[src/rtl/instruction_loader_pkg.sv]
// Shared definitions for the debug-side instruction loader: FSM encoding,
// word geometry and the default end-of-program marker.
package instruction_loader_pkg;

    typedef enum logic [2:0] {
        ST_IDLE  = 3'd0,
        ST_RECV  = 3'd1,
        ST_SETUP = 3'd2,
        ST_WRITE = 3'd3,
        ST_DONE  = 3'd4
    } state_t;

    localparam int WORD_BYTES = 4;

    localparam logic [31:0] HALT_DEFAULT = 32'hFFFF_FFFF;

endpackage

[src/rtl/instruction_loader_byte_assembler.sv]
// Shifts UART bytes into a big-endian word (first byte ends up in the MSBs)
// and flags when a full word is pending.
module instruction_loader_byte_assembler
    import instruction_loader_pkg::*;
#(
    parameter int NBITS     = 8,
    parameter int INST_BITS = 32
) (
    input  logic                 clk,
    input  logic                 rst,
    input  logic [NBITS-1:0]     data,
    input  logic                 valid,
    input  logic                 clear,
    input  logic                 enable,
    output logic [INST_BITS-1:0] word,
    output logic                 complete
);

    logic [2:0] cnt;
    logic       take;

    assign take     = enable && valid;
    assign complete = (cnt == 3'(WORD_BYTES));

    // A byte arriving on the same edge the pending word is handed off becomes
    // the first byte of the next word, so back-to-back traffic loses nothing.
    always_ff @(posedge clk) begin
        if (rst) begin
            word <= '0;
            cnt  <= '0;
        end else if (clear) begin
            cnt <= take ? 3'd1 : 3'd0;
            if (take) begin
                word <= {word[INST_BITS-NBITS-1:0], data};
            end
        end else if (take && !complete) begin
            word <= {word[INST_BITS-NBITS-1:0], data};
            cnt  <= cnt + 3'd1;
        end
    end

endmodule

[src/rtl/instruction_loader.sv]
// Debug-unit writer for instruction memory: turns UART bytes into 32-bit words
// and drives the memory debug write port with a clean one-cycle strobe per word.
module instruction_loader
    import instruction_loader_pkg::*;
#(
    parameter int                   NBITS     = 8,
    parameter int                   INST_BITS = 32,
    parameter int                   CELLS     = 256,
    parameter logic [INST_BITS-1:0] HALT_INST = INST_BITS'(HALT_DEFAULT)
) (
    input  logic                 i_clk,
    input  logic                 i_rst,
    input  logic [NBITS-1:0]     i_rx_data,
    input  logic                 i_rx_done,
    input  logic                 i_load_start,
    output logic [INST_BITS-1:0] o_dbg_addr,
    output logic [INST_BITS-1:0] o_dbg_inst,
    output logic                 o_dbg_wr_en,
    output logic                 o_busy,
    output logic                 o_done
);

    localparam logic [INST_BITS-1:0] LAST_ADDR = INST_BITS'(CELLS - WORD_BYTES);
    localparam logic [INST_BITS-1:0] ADDR_STEP = INST_BITS'(WORD_BYTES);

    state_t               state;
    logic [INST_BITS-1:0] word;
    logic                 complete;
    logic                 enable;
    logic                 start_ok;
    logic                 last_write;
    logic                 transfer;
    logic                 clear;

    assign enable     = (state == ST_RECV) || (state == ST_SETUP) || (state == ST_WRITE);
    assign start_ok   = i_load_start && ((state == ST_IDLE) || (state == ST_DONE));
    assign last_write = (o_dbg_inst == HALT_INST) || (o_dbg_addr == LAST_ADDR);
    assign transfer   = complete &&
                        ((state == ST_RECV) || ((state == ST_WRITE) && !last_write));
    assign clear      = start_ok || transfer;

    instruction_loader_byte_assembler #(
        .NBITS     (NBITS),
        .INST_BITS (INST_BITS)
    ) u_assembler (
        .clk      (i_clk),
        .rst      (i_rst),
        .data     (i_rx_data),
        .valid    (i_rx_done),
        .clear    (clear),
        .enable   (enable),
        .word     (word),
        .complete (complete)
    );

    // The word is latched into o_dbg_inst on entry to SETUP so address and data
    // sit stable for a full cycle before the strobe rises in WRITE.
    always_ff @(posedge i_clk) begin
        if (i_rst) begin
            state       <= ST_IDLE;
            o_dbg_addr  <= '0;
            o_dbg_inst  <= '0;
            o_dbg_wr_en <= 1'b0;
            o_busy      <= 1'b0;
            o_done      <= 1'b0;
        end else begin
            case (state)
                ST_IDLE, ST_DONE: begin
                    if (i_load_start) begin
                        state      <= ST_RECV;
                        o_dbg_addr <= '0;
                        o_busy     <= 1'b1;
                        o_done     <= 1'b0;
                    end
                end
                ST_RECV: begin
                    if (complete) begin
                        state      <= ST_SETUP;
                        o_dbg_inst <= word;
                    end
                end
                ST_SETUP: begin
                    state       <= ST_WRITE;
                    o_dbg_wr_en <= 1'b1;
                end
                ST_WRITE: begin
                    o_dbg_wr_en <= 1'b0;
                    if (last_write) begin
                        state  <= ST_DONE;
                        o_busy <= 1'b0;
                        o_done <= 1'b1;
                    end else begin
                        o_dbg_addr <= o_dbg_addr + ADDR_STEP;
                        if (complete) begin
                            state      <= ST_SETUP;
                            o_dbg_inst <= word;
                        end else begin
                            state <= ST_RECV;
                        end
                    end
                end
                default: begin
                    state <= ST_IDLE;
                end
            endcase
        end
    end

endmodule
[config.mk]
export PLATFORM = sky130hd
export DESIGN_NAME = instruction_loader
export DESIGN_NICKNAME = d
export VERILOG_FILES = /design/src/rtl/instruction_loader_pkg.sv /design/src/rtl/instruction_loader_byte_assembler.sv /design/src/rtl/instruction_loader.sv
export SDC_FILE = /design/constraint.sdc
export NUM_CORES = 1
export LEC_CHECK = 0
export ABC_AREA = 1
export CORE_MARGIN = 2
export CORE_UTILIZATION = 30
export DETAILED_ROUTE_END_ITERATION = 6
export GPL_TIMING_DRIVEN = 0
export REMOVE_ABC_BUFFERS = 1
export SYNTH_ARGS = -nofsm -noshare
export SYNTH_HDL_FRONTEND = slang
export SYNTH_SLANG_ARGS = --single-unit
[constraint.sdc]
create_clock -name i_clk -period 2.1 [get_ports i_clk]
set_input_delay 0.42 -clock i_clk [delete_from_list [all_inputs] [get_ports i_clk]]
set_output_delay 0.42 -clock i_clk [all_outputs]
set_load 0.005 [all_outputs]
==> results.md <==
- GR peak layer: met2
- Ratio of final minimum period to clock period: 92.7%
- Reg clk slew, reported paths: 0.07 ns
- Pin count of the biggest net entering global routing: 48
- Final std cells w/o fill: 1055
- Post-synth cell types: 31
- Num rows: 47
- DR vias: 4827
- Cell area after synthesis: 0.00500 sq mm
- GR Layer Usage met2: 25.7%
- Gate Count Post-Synth: 758
- HPWL Detailed: 9.10 mm
- Core area: 0.0165 sq mm
- FF-to-FF Start: u_assembler.cnt[0]
- Starting utilization of the core area: 30.4%
- Final setup vio count: 0
- Final Hold Viols: 0
- TritonCTS clock tree: yes
- Crit end category: register
- Antenna violations before repair: 0
- Initial DRC count: 349
- CTS root buffer: clkbuf_16
- Hold EP: o_dbg_inst[28]
- Number of global-route vias before repair: 4459
- First-pass GRT wire length: 23.1 mm
- Pwr/cell area: 842 mW/mm^2
- Register-to-Register Path Depth: 10
- Clk buf depth: 2
- Fill cell count: 1777
- Share of cells above drive strength 1: 8.14%
- Area grow syn2layout: 30.1%
- Antenna viol nets, final: 0
- Dpl cells: 1022
- Min-Delay Path Class: reg -> reg
- Post-route cell area: 0.00651 sq mm
- WL/cell: 13.5 um
- Pre-antenna DRT Iters: 5
- Vias/cell: 4.58
- Fin nets: 848
- Crit Path Class: reg -> reg
- Drt drc: 0
- Setup ws final: 0.154 ns
- Post-Route WL: 14.3 mm
- VDD IR-drop max: 0.473 mV
- Die width: 133 um
- Clk_lat worst skew: 0.35 ns
- Routing usage on met1: 21.8%
- Overall global routing resource usage: 16.3%
- # IOs: 79
- Min Tclk post-route: 1.95 ns
- Layout Utilization: 39.5%
- Die height: 133 um
- CP Max Fanout: 7
- Worst EP required: 2.39 ns
- CP Launch Type: register
- CTS sink count: 103
- Placed Area: 0.00592 sq mm
- Worst Hold Depth: 2
- Outcome: finished clean
- Grt total ovfl: 0
- Reg2Reg Setup Slack: 0.15 ns
- Arrival @ worst endpoint: 2.24 ns
- Ant. Diodes: 0
- Fmax: 514 MHz
- CTS Buf Count: 9
- Fin Clk Skew: 0.00534 ns
- Synthesis-stage register bit count: 103
- Die area: 0.0177 sq mm
- Seq/Total Area, Yosys: 41.2%
- CTS HTree Levels: 3
- Pleak: 2.50 nW
- Hold_buf cts: 0
- Worst-Margin Slew: 0.761 ns
- Crit Reg-Reg Endpoint: u_assembler.word[26]
- YS warnings: 0
- Worst slew margin: 49.3%
- Port Buf Inserts: 76
- Max-slew violation count: 0
- GPL Wtd Cong: 0.872
- MaxCap Viol Count: 0
- Min-Delay Startpoint: u_assembler.word[28]
- Dpl ws: -0.900 ns
- Syn_area_per_cell: 6.60 sq um
- Total Power: 5.48 mW
- Met3 usage: 5.02%
[metal layers]
metal	vias to the layer above	share of wire (%)
li1	2542	-
met1	2128	47
met2	137	45
met3	20	6.5
met4	0	1.7
met5	-	0
[where the power goes]
| part | total [mW] | internal [mW] | switching [mW] |
|---|---|---|---|
| clock network | 1.72 | 0.953 | 0.763 |
| registers | 2.27 | 2.17 | 0.105 |
| logic | 1.49 | 0.556 | 0.931 |
[state kept, by name (all words and copies together), names as in the netlist]
| name | count |
|---|---|
| o_busy | 1 |
| o_dbg_addr | 30 |
| o_dbg_inst | 32 |
| o_dbg_wr_en | 1 |
| o_done | 1 |
| state | 3 |
| u_assembler.cnt | 3 |
| u_assembler.word | 32 |
[final cells by class]
cell class	count	area, sq um	area share [%]
Clock inverter	4	56.3	0.865
Clock buffer	10	239	3.67
Multi-Input combinational cell	551	2630	40.3
Timing Repair Buffer	94	955	14.7
Timing Repair inverter	1	7.51	0.115
Sequential cell	103	2070	31.8
Inverter	72	280	4.31
Tap cell	220	275	4.23
[logic make-up (layout without fill, tap and decap cells)]
family          count (synthesis)  in the layout  share of synthesized area, %
compound gates                111            112                          11.5
simple gates                  413            415                          33.8
xor+xnor                       18             18                          3.15
other cells                     1              2                        0.0750
flops                         103            103                          41.2
fa+ha+maj                       4              4                          1.00
buf+inv                       108            181                          9.26
[placed cells by master, fill, tap and decap left out, types with 3 or more instances in the layout]
master           netlist  final
a21oi_1               65     65
buf_12                 0      3
buf_4                  8     14
clkbuf_16              0      9
clkdlybuf4s50_1        0     75
clkinvlp_4             0      3
dfxtp_1              103     97
dfxtp_2                0      6
ha_1                   4      4
inv_1                 70     67
nand2_1              181    175
nand2_2                3      5
nand2_4                0      3
nand3_1               54     54
nand4_1                4      4
nor2_1               153    150
nor2_2                 1      3
nor3_1                11     10
o21ai_0               40     40
xor2_1                17     17
[worst max path at each step]
stage	from	endpoint	slack [ns]
detailed placement	i_rst	o_dbg_inst[27]	-0.90
global placement	i_rst	o_dbg_inst[29]	-1.68
CTS	o_dbg_addr[3]	o_dbg_addr[16]	-0.05
finish	u_assembler.cnt[0]	u_assembler.word[26]	0.15
global route	u_assembler.cnt[0]	u_assembler.word[3]	-0.02
floorplan	o_dbg_addr[2]	o_dbg_inst[0]	-0.18
[metrics by stage]
| stage | setup TNS [ns] | hold slack (ns) |
|---|---|---|
| after floorplan | -6.02 | 0.432 |
| after global placement | -118.83 | 0.445 |
| after detailed placement | -69.01 | 0.445 |
| after CTS | -0.103 | 0.454 |
| after global routing | -0.0163 | 0.481 |
| final | 0 | 0.452 |
[critical path: stages, from the launching register on]
cell,delay (ns)
dfxtp_1,0.37
inv_1,0.07
ha_1,0.20
nand2_1,0.17
clkinvlp_4,0.21
nor2_4,0.28
clkinvlp_4,0.16
buf_4,0.19
nand3_1,0.08
nand2_1,0.06
nor2_1,0.10
[cell usage after synthesis]
master,count,area share [%]
a211oi_1,2,0.30
a21boi_2,1,0.23
a21o_1,1,0.15
a21oi_1,65,6.5
a31oi_1,1,0.13
and3_1,1,0.13
buf_1,5,0.38
buf_2,10,1.0
buf_4,8,1.2
buf_6,2,0.45
clkbuf_1,11,0.83
conb_1,1,0.075
dfxtp_1,103,41
ha_1,4,1.0
inv_1,70,5.3
inv_2,2,0.15
nand2_1,181,14
nand2_2,3,0.38
nand3_1,54,5.4
nand3_2,2,0.40
nand4_1,4,0.50
nand4_2,1,0.25
nor2_1,153,11
nor2_2,1,0.13
nor3_1,11,1.1
nor3_4,1,0.33
nor4_1,1,0.13
o21ai_0,40,4.0
o21ai_2,1,0.18
xnor2_1,1,0.18
xor2_1,17,3.0
[repair_timing]
| action | CTS | global route |
|---|---|---|
| endpoints found under the setup margin | 97 | 88 |
| hold endpoints to repair | 0 | 0 |
| gates cloned | 3 | 1 |
| gates resized for setup | 15 | 20 |
| pin swaps | 3 | 3 |
| buffers inserted | 8 | 7 |
(Power assumes the default switching activity.)
